[config.mk]
export PLATFORM = sky130hd
export DESIGN_NAME = id_ex_stage
export DESIGN_NICKNAME = d
export VERILOG_FILES = /design/src/rtl/id_ex_stage.sv
export SDC_FILE = /design/constraint.sdc
export NUM_CORES = 1
export LEC_CHECK = 0
export ABC_AREA = 1
export ABC_CLOCK_PERIOD_IN_PS = 3100
export CAP_MARGIN = 20
export CORE_UTILIZATION = 35
export DETAILED_ROUTE_END_ITERATION = 10
export PLACE_DENSITY = 0.72
export RECOVER_POWER = 100
export SLEW_MARGIN = 25
export SYNTH_ARGS = -nofsm -noshare
export SYNTH_HDL_FRONTEND = slang
export SYNTH_SLANG_ARGS = --single-unit
[constraint.sdc]
create_clock -name clk -period 3.1 [get_ports clk]
set_input_delay 0.62 -clock clk [delete_from_list [all_inputs] [get_ports clk]]
set_output_delay 0.62 -clock clk [all_outputs]
set_load 0.005 [all_outputs]
[src/rtl/id_ex_stage.sv]
`default_nettype none
// ============================================================================
//  Module      : id_ex_stage
//  Description : ID/EX pipeline register for a 5-stage MIPS datapath.
//                Registers the decoded control, operands and register
//                specifiers for EX, detects load-use hazards (stall PC/IF-ID
//                and insert one bubble), squashes on branch/jump redirect and
//                keeps a saturating count of load-use bubbles.
//  Ports       : clk, rst_n (async, active-low)
//                id_valid_i, flush_i, decoded control (RegDst..MemWrite),
//                id_rs/rt/rd_i, id_rdata1/2_i, id_imm_i, id_pc4_i
//                ex_* registered copies, ex_valid_o,
//                hazard_stall_o (combinational), bubble_cnt_o
//  Revision    : 1.0 - initial release
// ============================================================================
module id_ex_stage #(
  parameter int DATA_W = 32,
  parameter int REG_W  = 5,
  parameter int CNT_W  = 16
) (
  input  logic              clk,
  input  logic              rst_n,
  input  logic              id_valid_i,
  input  logic              flush_i,
  input  logic              RegDst,
  input  logic              Branch,
  input  logic              MemtoReg,
  input  logic              ALUSrc,
  input  logic              RegWrite,
  input  logic [1:0]        Jump,
  input  logic [1:0]        ALUOp,
  input  logic [1:0]        MemRead,
  input  logic [1:0]        MemWrite,
  input  logic [REG_W-1:0]  id_rs_i,
  input  logic [REG_W-1:0]  id_rt_i,
  input  logic [REG_W-1:0]  id_rd_i,
  input  logic [DATA_W-1:0] id_rdata1_i,
  input  logic [DATA_W-1:0] id_rdata2_i,
  input  logic [DATA_W-1:0] id_imm_i,
  input  logic [DATA_W-1:0] id_pc4_i,
  output logic              ex_RegDst,
  output logic              ex_Branch,
  output logic              ex_MemtoReg,
  output logic              ex_ALUSrc,
  output logic              ex_RegWrite,
  output logic [1:0]        ex_Jump,
  output logic [1:0]        ex_ALUOp,
  output logic [1:0]        ex_MemRead,
  output logic [1:0]        ex_MemWrite,
  output logic [REG_W-1:0]  ex_rs_o,
  output logic [REG_W-1:0]  ex_rt_o,
  output logic [REG_W-1:0]  ex_rd_o,
  output logic [DATA_W-1:0] ex_rdata1_o,
  output logic [DATA_W-1:0] ex_rdata2_o,
  output logic [DATA_W-1:0] ex_imm_o,
  output logic [DATA_W-1:0] ex_pc4_o,
  output logic              ex_valid_o,
  output logic              hazard_stall_o,
  output logic [CNT_W-1:0]  bubble_cnt_o
);

  localparam logic [REG_W-1:0] c_REG_ZERO = '0;

  logic              r_valid;
  logic              r_regdst, r_branch, r_memtoreg, r_alusrc, r_regwrite;
  logic [1:0]        r_jump, r_aluop, r_memread, r_memwrite;
  logic [REG_W-1:0]  r_rs, r_rt, r_rd;
  logic [DATA_W-1:0] r_rdata1, r_rdata2, r_imm, r_pc4;
  logic [CNT_W-1:0]  r_bubble_cnt;

  logic w_hazard;
  logic w_bubble;

  // A load in EX always targets rt, whatever RegDst says. Register 0 is
  // hard-wired, so a load "to" $0 never creates a dependency.
  assign w_hazard = r_valid & (r_memread != 2'b00) & (r_rt != c_REG_ZERO)
                  & id_valid_i & ((r_rt == id_rs_i) | (r_rt == id_rt_i));

  // A redirect discards the ID instruction, so stalling for it is pointless.
  assign hazard_stall_o = w_hazard & ~flush_i;
  assign w_bubble       = flush_i | w_hazard;

  always_ff @(posedge clk or negedge rst_n) begin
    if (!rst_n) begin
      r_valid    <= 1'b0;
      r_regdst   <= 1'b0;
      r_branch   <= 1'b0;
      r_memtoreg <= 1'b0;
      r_alusrc   <= 1'b0;
      r_regwrite <= 1'b0;
      r_jump     <= 2'b00;
      r_aluop    <= 2'b00;
      r_memread  <= 2'b00;
      r_memwrite <= 2'b00;
      r_rs       <= '0;
      r_rt       <= '0;
      r_rd       <= '0;
      r_rdata1   <= '0;
      r_rdata2   <= '0;
      r_imm      <= '0;
      r_pc4      <= '0;
    end else if (w_bubble) begin
      r_valid    <= 1'b0;
      r_regdst   <= 1'b0;
      r_branch   <= 1'b0;
      r_memtoreg <= 1'b0;
      r_alusrc   <= 1'b0;
      r_regwrite <= 1'b0;
      r_jump     <= 2'b00;
      r_aluop    <= 2'b00;
      r_memread  <= 2'b00;
      r_memwrite <= 2'b00;
      r_rs       <= '0;
      r_rt       <= '0;
      r_rd       <= '0;
      r_rdata1   <= '0;
      r_rdata2   <= '0;
      r_imm      <= '0;
      r_pc4      <= '0;
    end else begin
      // Control is captured verbatim; downstream qualifies with ex_valid_o.
      r_valid    <= id_valid_i;
      r_regdst   <= RegDst;
      r_branch   <= Branch;
      r_memtoreg <= MemtoReg;
      r_alusrc   <= ALUSrc;
      r_regwrite <= RegWrite;
      r_jump     <= Jump;
      r_aluop    <= ALUOp;
      r_memread  <= MemRead;
      r_memwrite <= MemWrite;
      r_rs       <= id_rs_i;
      r_rt       <= id_rt_i;
      r_rd       <= id_rd_i;
      r_rdata1   <= id_rdata1_i;
      r_rdata2   <= id_rdata2_i;
      r_imm      <= id_imm_i;
      r_pc4      <= id_pc4_i;
    end
  end

  // Only load-use bubbles are counted; redirect bubbles take priority and
  // leave the counter alone.
  always_ff @(posedge clk or negedge rst_n) begin
    if (!rst_n) begin
      r_bubble_cnt <= '0;
    end else if (!flush_i && w_hazard && !(&r_bubble_cnt)) begin
      r_bubble_cnt <= r_bubble_cnt + 1'b1;
    end
  end

  assign ex_valid_o   = r_valid;
  assign ex_RegDst    = r_regdst;
  assign ex_Branch    = r_branch;
  assign ex_MemtoReg  = r_memtoreg;
  assign ex_ALUSrc    = r_alusrc;
  assign ex_RegWrite  = r_regwrite;
  assign ex_Jump      = r_jump;
  assign ex_ALUOp     = r_aluop;
  assign ex_MemRead   = r_memread;
  assign ex_MemWrite  = r_memwrite;
  assign ex_rs_o      = r_rs;
  assign ex_rt_o      = r_rt;
  assign ex_rd_o      = r_rd;
  assign ex_rdata1_o  = r_rdata1;
  assign ex_rdata2_o  = r_rdata2;
  assign ex_imm_o     = r_imm;
  assign ex_pc4_o     = r_pc4;
  assign bubble_cnt_o = r_bubble_cnt;

endmodule
`default_nettype wire
==> summary.md, run 1 <==
| Metric | Value |
|---|---|
| Number of different library cells in the post-synthesis netlist | 24 |
| # fillers | 1586 |
| Final Slew Violations | 48 |
| Later-pin clock latency in the skew report | 0.42 ns |
| Clk root buf | sky130_fd_sc_hd__clkbuf_16 |
| Sum Neg Setup Slack | 0 ns |
| Main flop type after synthesis | sky130_fd_sc_hd__dfrtp_1 |
| Critical path data required time | 2.48 ns |
| Worst reg2reg endpoint | ex_imm_o[23] |
| Placeable core region | 18000 µm² |
| Post-synthesis sequential area ratio | 67.0% |
| Shortest period the worst path allows | 2.91 ns |
| Yosys warning total | 0 |
| Antenna violations before repair | 0 |
| Initial standard-cell utilization of the core | 35.9% |
| Number of standard cells after synthesis | 677 |
| Fraction of layout cells with a size suffix above 1 | 4.57% |
| Final nets | 1176 |
| Worst reg2reg path startpoint | ex_rt_o[1] |
| Element type at the critical path end | primary output |
| DIE AREA | 19000 µm² |
| Number of synthesized flops with an enable pin | 0 |
| Via count of the first global-routing pass | 5147 |
| Remaining max-slew budget at the tightest pin | -49.1% |
| Number of port buffers | 333 |
| Library cell occupying the most area in the post-synthesis netlist | sky130_fd_sc_hd__dfrtp_1 |
| Maximum Capacitance Violations | 1 |
| Number of nets with antenna violations after routing | 0 |
| Violations in the final reports | max-capacitance violations, max-slew violations |
| Total Wirelength | 18.0 mm |
| Total number of vias | 5222 |
| Final Hold Violating Endpoints | 0 |
| Drt first pass iters | 6 |
| CTS H-tree depth | 4 |
| Syn Std Cell Area | 6470 µm² |
| Drt drc | 0 |
| Total number of placement rows | 49 |
| RSZ-0062 raised after global routing | false |
| CP max FO | 3 |
| Dpl hpwl | 13.4 mm |
| Area share of the largest cell type after synthesis | 67.0% |
| Source of the critical timing path | id_rs_i[4] |
| Post-detailed-route wirelength per cell | 14.3 µm |
| Synthesis-to-finish area growth | 63.9% |
| Number of buffers created by CTS | 17 |
| Clock tree from TritonCTS | done |
| Register-to-register setup slack | 0.64 ns |
| Placed Cells | 1225 |
| Status | finished, violations left |
| Power density of the placed cells | 497 nW/µm² |
| Die height | 138 µm |
| Total clock sinks | 173 |
| Share of synthesized registers carrying an async set or reset | 100% |
| Average size of a mapped cell | 9.55 µm² |
| All-layer global routing usage | 19.4% |
| Setup-failing EPs final | 0 |
| Clock-pin slew on the worst setup and hold paths | 0.07 ns |
| Cell types with the largest area share after synthesis | sky130_fd_sc_hd__dfrtp_1 (67%), sky130_fd_sc_hd__inv_1 (10%), sky130_fd_sc_hd__nor2_1 (9.9%), sky130_fd_sc_hd__nand2_1 (5.2%), sky130_fd_sc_hd__buf_4 (1.4%) |
| Number of buffers between clock root and the deepest sink | 2 |
| End of the critical path | hazard_stall_o |
| Post-cts gate resize count | 0 |
| Maximum operating frequency | 344 MHz |
| Net count of the mapped netlist | 838 |
| Setup Fix Bufs, Post-CTS | 0 |
| Cell count of the worst reg-to-reg path | 10 |
| Horizontal die dimension | 138 µm |
| Detail-routed via count per cell | 4.15 |
| Number of DRC markers in iteration 0 | 237 |
| Worst path arrival time | 2.29 ns |
| Wire length of the first global-routing pass | 27.4 mm |
| Top-level I/O count | 334 |
| Final period util | 93.9% |
| Slew @ Worst Pin | 2.24 ns |
| Quantity of hold-fixing buffers added after cts | 0 |
| Filler-free cell count of the finished design | 1257 |
| Max Clock Skew | 0.0126 ns |
| Maximum VDD drop | 0.000374 V |
| Final global-route overflow total | 0 |
| Pin count of the biggest net entering global routing | 71 |
| Global placement routability congestion | 0.919 |
| Nature of the critical path startpoint | input port |
| Leakage power summed over all cells | 5.76 nW |
| Type of the tightest min-delay check | flop to flop |
| Synthesized flop and latch total | 173 |
| Diodes inserted | 0 |
| Type of the worst setup path | input port to primary output |
metal layers:
layer / global-route usage [%] / vias up / share of wire, %
li1: - / 2563 / -
met1: 21.9 / 2402 / 37
met2: 32.0 / 236 / 49
met3: 9.80 / 21 / 12
met4: 6.16 / 0 / 1.8
met5: 0 / - / 0
critical path, stage by stage:
cell,delay [ns]
sky130_fd_sc_hd__clkdlybuf4s50_1,0.49
sky130_fd_sc_hd__inv_1,0.06
sky130_fd_sc_hd__nand2_1,0.05
sky130_fd_sc_hd__nand2_1,0.06
sky130_fd_sc_hd__nor2_1,0.11
sky130_fd_sc_hd__nand3_1,0.09
sky130_fd_sc_hd__nand2_2,0.13
sky130_fd_sc_hd__nand3_2,0.11
sky130_fd_sc_hd__inv_1,0.06
sky130_fd_sc_hd__clkdlybuf4s50_1,0.50
synth_stat cells, types with 2 or more instances:
cell / number
sky130_fd_sc_hd__nand3_1: 11
sky130_fd_sc_hd__dfrtp_1: 173
sky130_fd_sc_hd__buf_4: 12
sky130_fd_sc_hd__buf_2: 2
sky130_fd_sc_hd__nor3_1: 7
sky130_fd_sc_hd__nand2_1: 89
sky130_fd_sc_hd__xor2_1: 10
sky130_fd_sc_hd__inv_1: 176
sky130_fd_sc_hd__inv_2: 4
sky130_fd_sc_hd__buf_6: 5
sky130_fd_sc_hd__nor2_1: 171
sky130_fd_sc_hd__nand4_1: 2
sky130_fd_sc_hd__xnor2_1: 4
cell usage in the layout, fill, tap and decap left out, types with 3 or more instances in the layout:
| cell | n |
|---|---|
| sky130_fd_sc_hd__bufinv_16 | 3 |
| sky130_fd_sc_hd__clkbuf_16 | 17 |
| sky130_fd_sc_hd__clkdlybuf4s50_1 | 159 |
| sky130_fd_sc_hd__dfrtp_1 | 173 |
| sky130_fd_sc_hd__dlygate4sd3_1 | 173 |
| sky130_fd_sc_hd__inv_1 | 176 |
| sky130_fd_sc_hd__inv_2 | 4 |
| sky130_fd_sc_hd__inv_6 | 4 |
| sky130_fd_sc_hd__inv_8 | 4 |
| sky130_fd_sc_hd__nand2_1 | 88 |
| sky130_fd_sc_hd__nand3_1 | 11 |
| sky130_fd_sc_hd__nand4_1 | 3 |
| sky130_fd_sc_hd__nor2_1 | 171 |
| sky130_fd_sc_hd__nor3_1 | 7 |
| sky130_fd_sc_hd__xnor2_1 | 4 |
| sky130_fd_sc_hd__xor2_1 | 10 |
kinds of logic after synthesis:
family	after synthesis	share of synthesized area (%)
adders and majority gates	1	0.193
AOI/OAI and AO/OA	2	0.232
and+or+nand+nor	288	17.9
xor gates and xnor gates	14	1.90
DFF	173	67.0
buffers and inverters	199	12.9
worst min-delay path by stage:
stage / from / end / cells after the start / slack [ns]
floorplan: rst_n / bubble_cnt_o[0] / 0 / 0.32
global placement: bubble_cnt_o[8] / bubble_cnt_o[8] / 2 / 0.52
detailed placement: bubble_cnt_o[8] / bubble_cnt_o[8] / 2 / 0.53
CTS: rst_n / ex_MemtoReg / 1 / 0.14
global route: bubble_cnt_o[8] / bubble_cnt_o[8] / 2 / 0.57
finish: bubble_cnt_o[8] / bubble_cnt_o[8] / 2 / 0.54
through the flow:
stage                     cell area, µm²  power, mW  util [%]  hold WS (ns)  setup slack [ns]
after floorplan                     6470       2.59         -         0.324              1.29
after global placement             10000       3.10      55.7         0.520             0.137
final                              10600       5.27      58.8         0.539             0.190
after global routing               10600       5.50      58.8         0.569            0.0490
after detailed placement           10000       3.11      55.7         0.532            0.0990
after CTS                          10700       5.41      59.2         0.138             0.107
state kept, by name (all words and copies together), names as in the netlist, 2 cells and up:
register and count:
ex_MemWrite 2, bubble_cnt_o 16, ex_rdata2_o 32, ex_imm_o 32, ex_pc4_o 32, ex_ALUOp 2
ex_rs_o 5, ex_rdata1_o 32, ex_rt_o 5, ex_MemRead 2, ex_Jump 2, ex_rd_o 5
report_power, final:
part / internal (mW) / leakage, nW / switching, mW
logic: 0.365 / 3.21 / 0.243
clock network: 1.30 / 0.303 / 0.967
registers: 2.36 / 2.25 / 0.0315
area by class of cell:
type,instances,area (µm²),area share (%)
Multi-Input combinational cell,305,1300,12.3
Clock inverter,15,199,1.88
Clock buffer,17,425,4.02
Sequential cell,173,4330,40.9
Timing Repair Buffer,338,3380,31.9
Tap cell,229,287,2.70
Inverter,180,676,6.38
Note: power is estimated with default switching activity, not from simulation.
==> inputs of run 2 (changes only) <==
Settings changed: ABC_AREA 1 to 0, CAP_MARGIN 20 to default, GPL_ROUTABILITY_DRIVEN from default to 0, PLACE_DENSITY 0.72 to 0.74.
==> summary.md, run 2 <==
| Metric | Value |
|---|---|
| Violations in the final reports | max-capacitance violations, max-slew violations |
| Die height | 133 µm (-3.3%) |
| Power density of the placed cells | 512 nW/µm² (+3.0%) |
| Final nets | 927 (-21%) |
| Maximum Capacitance Violations | 1 (unchanged) |
| Via count of the first global-routing pass | 4536 (-12%) |
| Status | finished, violations left |
| Post-detailed-route wirelength per cell | 16.1 µm (+13%) |
| Top library cells by usage in the layout, fill and taps aside | sky130_fd_sc_hd__dlygate4sd3_1 (173), sky130_fd_sc_hd__dfrtp_1 (172), sky130_fd_sc_hd__clkdlybuf4s50_1 (159), sky130_fd_sc_hd__and2_1 (87), sky130_fd_sc_hd__and2_0 (72) |
| Area share of the largest cell type after synthesis | 71.6% (+4.7 points) |
| Standard cell area after detailed placement | 9560 µm² (-4.7%) |
| Synthesized flop and latch total | 173 (unchanged) |
| Total number of vias | 4348 (-17%) |
| Antenna violations before repair | 0 (unchanged) |
| Cell types with the largest area share after synthesis | sky130_fd_sc_hd__dfrtp_1 (72%), sky130_fd_sc_hd__and2_1 (16%), sky130_fd_sc_hd__xnor2_1 (3.5%), sky130_fd_sc_hd__buf_6 (2.0%), sky130_fd_sc_hd__nand3_1 (0.83%) |
| DIE AREA | 17800 µm² (-6.4%) |
| Horizontal die dimension | 133 µm (-3.3%) |
| Sum Neg Setup Slack | 0 ns (unchanged) |
| Comb pwr share | 11.1% (-0.4 points) |
| Slew @ Worst Pin | 2.29 ns (+0.0560 ns) |
| Met3 Resource Use GR | 7.34% (-2.5 points) |
| Maximum operating frequency | 335 MHz (-2.4%) |
| Min-Delay Startpoint | bubble_cnt_o[7] |
| Dpl hpwl | 12.1 mm (-9.7%) |
| Register-to-register setup slack | 0.49 ns (-0.15 ns) |
| Clock-pin slew on the worst setup and hold paths | 0.07 ns (about the same) |
| Final global-route overflow total | 0 (unchanged) |
| Post-route core utilization | 60.9% (+2.1 points) |
| Number of standard cells after synthesis | 427 (-37%) |
| Main flop type after synthesis | sky130_fd_sc_hd__dfrtp_1 |
| Nature of the critical path startpoint | flop |
| Wire length of the first global-routing pass | 25.1 mm (-8.2%) |
| Hold Path End | bubble_cnt_o[7] |
| Syn Std Cell Area | 6050 µm² (-6.5%) |
| Top delay family on crit path | simple AND/OR/NAND/NOR gates |
| Total number of placement rows | 47 (-4.1%) |
| Met1 usage | 20.9% (-0.92 points) |
| Critical path data required time | 2.48 ns (about the same) |
| Total Wirelength | 16.1 mm (-10%) |
| Fraction of layout cells with a size suffix above 1 | 5.15% (+0.58 points) |
| Initial standard-cell utilization of the core | 36.2% (+0.33 points) |
| Remaining max-slew budget at the tightest pin | -52.8% (-3.7 points) |
| Total power | 5.21 mW (-1.2%) |
| Sequential cell area | 4330 µm² (about the same) |
| Cell Chain, Critical Path | or4_4 -> o21ai_4 -> nor2_1 -> and2_0 -> clkdlybuf4s50_1 |
| Drt drc | 0 (unchanged) |
| Power Internal | 4.09 mW (+1.6%) |
| Top cells by count, synth | sky130_fd_sc_hd__dfrtp_1 (173), sky130_fd_sc_hd__and2_1 (159), sky130_fd_sc_hd__xnor2_1 (24) |
| Yosys warning total | 0 (unchanged) |
| Setup-failing EPs final | 0 (unchanged) |
| Switching part of the total power | 21.4% (-2.2 points) |
| Hold path depth | 1 (-1) |
| Final Hold Violating Endpoints | 0 (unchanged) |
| Diodes inserted | 0 (unchanged) |
| Setup Fix Bufs, Post-CTS | 0 (unchanged) |
| Clock power share | 42.9% (-0.2 points) |
| Buffering stage count on the worst path with inverters included | 1 (-3) |
| Type of the worst setup path | flop to primary output |
| Number of DRC markers in iteration 0 | 124 (-48%) |
| Leakage power summed over all cells | 4.70 nW (-18%) |
| Worst reg2reg endpoint | ex_imm_o[9] |
| Most frequent standard cell in the layout excluding fill and tap cells | sky130_fd_sc_hd__dlygate4sd3_1 |
| CTS H-tree depth | 4 (unchanged) |
| Drt first pass iters | 4 (-2) |
| Share of synthesized registers carrying an async set or reset | 100% (unchanged) |
| Top-level I/O count | 334 (unchanged) |
| Area of combinational cells with multiple inputs | 1550 µm² (+19%) |
| Placeable core region | 16700 µm² (-7.3%) |
| Clock tree from TritonCTS | done |
| Average size of a mapped cell | 14.2 µm² (+48%) |
| Total clock sinks | 173 (unchanged) |
| Net switching power | 1.11 mW (-10%) |
| Net count of the mapped netlist | 588 (-30%) |
| All-layer global routing usage | 18.6% (-0.85 points) |
| Maximum VDD drop | 0.000365 V (-2.3%) |
| CP max FO | 5 (+2) |
| Worst path arrival time | 2.36 ns (+0.07 ns) |
| Max Clock Skew | 0.00615 ns (-0.00642 ns) |
| # fillers | 1327 (-16%) |
| Cell count of the worst reg-to-reg path | 7 (-3) |
| Clk root buf | sky130_fd_sc_hd__clkbuf_16 |
| Final cell area excluding filler cells | 10200 µm² (-4.1%) |
| Number of port buffers | 333 (unchanged) |
| Number of buffers between clock root and the deepest sink | 2 (unchanged) |
| Worst reg2reg path startpoint | ex_rt_o[0] |
| Detail-routed via count per cell | 4.36 (+5.0%) |
| Delay of the slowest cell on the worst path | 0.56 ns (+0.06 ns) |
| RSZ-0062 raised after global routing | false |
| Library cell occupying the most area in the post-synthesis netlist | sky130_fd_sc_hd__dfrtp_1 |
| Pin count of the biggest net entering global routing | 80 (+13%) |
| Gr busiest metal | met2 |
| Number of synthesized flops with an enable pin | 0 (unchanged) |
| Most frequently used cell type in the post-synthesis netlist | sky130_fd_sc_hd__dfrtp_1 |
| Number of nets with antenna violations after routing | 0 (unchanged) |
| Shortest period the worst path allows | 2.98 ns (+0.0714 ns) |
| Number of different library cells in the post-synthesis netlist | 27 (+13%) |
| Number of buffers created by CTS | 17 (unchanged) |
| GR Util met2 | 31.6% (-0.37 points) |
| Later-pin clock latency in the skew report | 0.42 ns (about the same) |
| Post-synthesis sequential area ratio | 71.6% (+4.7 points) |
| Type of the tightest min-delay check | flop to flop |
| Final Slew Violations | 39 (-19%) |
| Final period util | 96.2% (+2.3 points) |
| Worst path slowest cell | sky130_fd_sc_hd__or4_4 |
| Synthesis-to-finish area growth | 68.1% |
| Element type at the critical path end | primary output |
| Relative contribution of sequential cells to total power | 46.0% (+0.6 points) |
## run 2: cell types whose count changed after synthesis, sizes merged, moves of 5 or more
cell / before / now
nor2: 173 / 5
nand2: 90 / 6
xnor2: 4 / 24
inv: 180 / 1
xor2: 10 / 1
nor3: 8 / 2
nand4b: 0 / 5
and2: 0 / 159
## run 2: cells by family (layout without fill, tap and decap cells)
kind of cell    after synthesis  in the layout  share of synthesized area (%)
buf+inv                      20            370                           2.86
flops                       173            173                           71.6
simple gates                202            202                           20.6
fa+ha+maj                     1              1                          0.207
compound gates                5              5                          0.911
mux                           1              1                          0.186
xor+xnor                     25             25                           3.62
## run 2: through the flow
| stage | hold slack (ns) | worst slack, ns | instances |
|---|---|---|---|
| after floorplan | 0.324 | 0.893 | 427 |
| after global placement | 0.488 | 0.253 | 967 |
| after detailed placement | 0.501 | 0.238 | 967 |
| after CTS | 0.0936 | 0.0602 | 997 |
| after global routing | 0.527 | 0.0123 | 997 |
| final | 0.506 | 0.118 | 997 |
## run 2: per-layer routing
metal  share of wire [%]  up-vias
li1                    -     2019
met1                  38     2089
met2                  51      213
met3                 8.9       27
met4                 2.3        0
met5                   0        -
## run 2: layout make-up
type / count / area share (%)
well taps: 220 / 2.71
multi-input cells: 234 / 15.2
repair buffers: 339 / 33.4
clock inverters: 12 / 1.83
clock buffers: 18 / 4.22
inverters: 1 / 0.0369
flip-flops and latches: 173 / 42.6
## run 2: what timing repair did
| item | 4_1_cts | 5_1_grt |
|---|---|---|
| endpoints found under the setup margin | 0 | 1 |
| hold buffers | 0 | 0 |
| endpoints found under the hold margin | 0 | 0 |
| resized for setup | 0 | 1 |
## run 2: worst max path at each step
stage / end / startpoint / cells past startpoint
6_report: hazard_stall_o / ex_rt_o[1] / 5
5_1_grt: hazard_stall_o / ex_rt_o[1] / 5
4_1_cts: hazard_stall_o / ex_rt_o[1] / 5
3_5_place_dp: hazard_stall_o / id_valid_i / 6
3_3_place_gp: hazard_stall_o / id_rt_i[1] / 6
2_1_floorplan: hazard_stall_o / id_rt_i[4] / 5
## run 2: power by group through the flow
stage | clock (mW) | sequential [mW] | combinational, mW
final | 2.23 | 2.40 | 0.577
after global routing | 2.39 | 2.40 | 0.628
after CTS | 2.29 | 2.40 | 0.636
after detailed placement | 0 | 2.44 | 0.633
after global placement | 0 | 2.44 | 0.622
after floorplan | 0 | 2.46 | 0.130
==> inputs of run 3 (changes only) <==
Settings changed: REMOVE_ABC_BUFFERS from default to 1.
==> summary.md, run 3 (synthesis gave the netlist of run 2 again) <==
| Metric | Value |
|---|---|
| Top delay family on crit path | buffers and inverters |
| Element type at the critical path end | primary output |
| Comb pwr share | 11.5% (+0.4 points) |
| Leakage power summed over all cells | 4.67 nW (-0.49%) |
| Net switching power | 1.09 mW (-2.2%) |
| Wire length the detailed router placed on met1 | 6.17 mm (+2.0%) |
| Clk root buf | sky130_fd_sc_hd__clkbuf_16 |
| Power Internal | 3.94 mW (-3.8%) |
| Maximum operating frequency | 336 MHz (about the same) |
| Final global-route overflow total | 0 (unchanged) |
| Max Used Layer | met4 |
| Fraction of layout cells with a size suffix above 1 | 4.89% (-0.26 points) |
| # fillers | 1332 (+0.38%) |
| Delay of the slowest cell on the worst path | 0.51 ns (-0.05 ns) |
| Later-pin clock latency in the skew report | 0.42 ns (about the same) |
| Sequential cell area | 4330 µm² (about the same) |
| Die height | 133 µm (unchanged) |
| Filler-free cell count of the finished design | 997 (unchanged) |
| Drt first pass iters | 4 (unchanged) |
| Clock tree from TritonCTS | done |
| Quantity of hold-fixing buffers added after cts | 0 (unchanged) |
| Via count of the first global-routing pass | 4856 (+7.1%) |
| Total Wirelength | 16.3 mm (+1.2%) |
| Number of buffers between clock root and the deepest sink | 2 (unchanged) |
| Sum Neg Setup Slack | 0 ns (unchanged) |
| Wire length of the first global-routing pass | 25.8 mm (+2.9%) |
| Synthesis-to-finish area growth | 66.7% |
| Maximum VDD drop | 0.000337 V (-7.8%) |
| Pin count of the biggest net entering global routing | 128 (+60%) |
| Setup-failing EPs final | 0 (unchanged) |
| Number of port buffers | 333 (unchanged) |
| RSZ-0062 raised after global routing | false |
| Type of the worst setup path | input port to primary output |
| Drt drc | 0 (unchanged) |
| Number of buffers created by CTS | 17 (unchanged) |
| Buffering stage count on the worst path with inverters included | 2 (+1) |
| Nature of the critical path startpoint | input port |
| Diodes inserted | 0 (unchanged) |
| Final nets | 927 (unchanged) |
| Area of combinational cells with multiple inputs | 1550 µm² (unchanged) |
| Total clock sinks | 173 (unchanged) |
| Total power | 5.02 mW (-3.5%) |
| Maximum Capacitance Violations | 0 (-1) |
| Cell seen most often among critical-path stages | sky130_fd_sc_hd__clkdlybuf4s50_1 |
| Top-level I/O count | 334 (unchanged) |
| Detail-routed via count per cell | 4.39 (+0.76%) |
| Worst path slowest cell | sky130_fd_sc_hd__clkdlybuf4s50_1 |
| Number of DRC markers in iteration 0 | 215 (+73%) |
| Number of nets with antenna violations after routing | 0 (unchanged) |
| Worst Hold Margin | 0.501 ns (-0.00517 ns) |
| Status | completed |
| Relative contribution of sequential cells to total power | 47.7% (+1.7 points) |
| Top library cells by usage in the layout, fill and taps aside | sky130_fd_sc_hd__dfrtp_1 (173), sky130_fd_sc_hd__dlygate4sd3_1 (173), sky130_fd_sc_hd__clkdlybuf4s50_1 (159), sky130_fd_sc_hd__and2_1 (93), sky130_fd_sc_hd__and2_0 (66) |
| CTS H-tree depth | 4 (unchanged) |
| Post-cts gate resize count | 0 (unchanged) |
| CP max FO | 3 (-2) |
| Worst path arrival time | 2.36 ns (about the same) |
| Final Slew Violations | 0 (-100%) |
| Critical path data required time | 2.48 ns (about the same) |
| Clock-pin slew on the worst setup and hold paths | 0.06 ns (about the same) |
| Final period util | 96.1% (about the same) |
| Dpl hpwl | 12.3 mm (+1.1%) |
| All-layer global routing usage | 19.2% (+0.66 points) |
| Total number of placement rows | 47 (unchanged) |
| Cell Chain, Critical Path | clkdlybuf4s50_1 -> xnor2_1 -> nand3_1 -> o22ai_1 -> and2_1 -> clkdlybuf4s50_1 |
| Horizontal die dimension | 133 µm (unchanged) |
| DIE AREA | 17800 µm² (unchanged) |
| Power density of the placed cells | 498 nW/µm² (-2.7%) |
| Setup Fix Bufs, Post-CTS | 0 (unchanged) |
| Type of the tightest min-delay check | flop to flop |
| Remaining max-slew budget at the tightest pin | 6.37% (+59 points) |
| Placeable core region | 16700 µm² (unchanged) |
| Final Hold Violating Endpoints | 0 (unchanged) |
| Max Clock Skew | 0.0102 ns (+0.00402 ns) |
| Slew @ Worst Pin | 1.40 ns (-0.888 ns) |
| Shortest period the worst path allows | 2.98 ns (-0.00109 ns) |
| Initial standard-cell utilization of the core | 36.2% (unchanged) |
| Switching part of the total power | 21.6% (+0.28 points) |
| Antenna violations before repair | 0 (unchanged) |
| Clock power share | 40.8% (-2.1 points) |
| Total number of vias | 4381 (+0.76%) |
| Total met2 wirelength after detailed routing | 8.24 mm (+0.16%) |
| Placed Cells | 967 (unchanged) |
| Post-detailed-route wirelength per cell | 16.3 µm (+1.2%) |
| Length of routed met3 wiring | 1.44 mm (+0.91%) |
==> run 3: metrics by stage <==
step | instance area [µm²] | worst slack (ns) | util [%]
4_1_cts | 10100 | 0.113 | 60.6
2_1_floorplan | 5880 | -0.440 | -
5_1_grt | 10100 | 0.0209 | 60.4
6_report | 10100 | 0.119 | 60.4
3_3_place_gp | 9560 | 0.240 | 57.3
3_5_place_dp | 9560 | 0.212 | 57.3
==> run 3: path summary, 6_finish.rpt <==
| path | from | end | slack (ns) | depth (start not counted) |
|---|---|---|---|---|
| max in group asynchronous | rst_n | ex_MemWrite[0] | 0.61 | 2 |
| max reg2reg | ex_rt_o[1] | ex_Jump[0] | 0.26 | 6 |
| min in group asynchronous | rst_n | ex_rs_o[0] | 0.53 | 1 |
| min reg2reg | bubble_cnt_o[7] | bubble_cnt_o[7] | 0.50 | 1 |
| max | id_rs_i[0] | hazard_stall_o | 0.12 | 6 |
| min | bubble_cnt_o[7] | bubble_cnt_o[7] | 0.50 | 1 |
==> run 3: metal layers <==
layer  up-vias  track usage (%)
li1       2017                -
met1      2121             21.8
met2       213             32.6
met3        30             7.15
met4         0             8.21
met5         -                0
==> run 3: power by group through the flow <==
| stage | clock network [mW] | logic, mW | registers, mW |
|---|---|---|---|
| detailed placement | 0 | 0.638 | 2.44 |
| floorplan | 0 | 0.107 | 2.46 |
| global route | 2.19 | 0.629 | 2.41 |
| CTS | 2.10 | 0.642 | 2.40 |
| finish | 2.05 | 0.578 | 2.40 |
| global placement | 0 | 0.628 | 2.44 |
==> run 3: cell type report <==
cell class	instances	area share, %
Clock inverter	10	1.14
Multi-Input combinational cell	234	15.3
Sequential cell	173	42.9
Tap cell	220	2.73
Inverter	1	0.0372
Clock buffer	20	4.43
Timing Repair Buffer	339	33.4
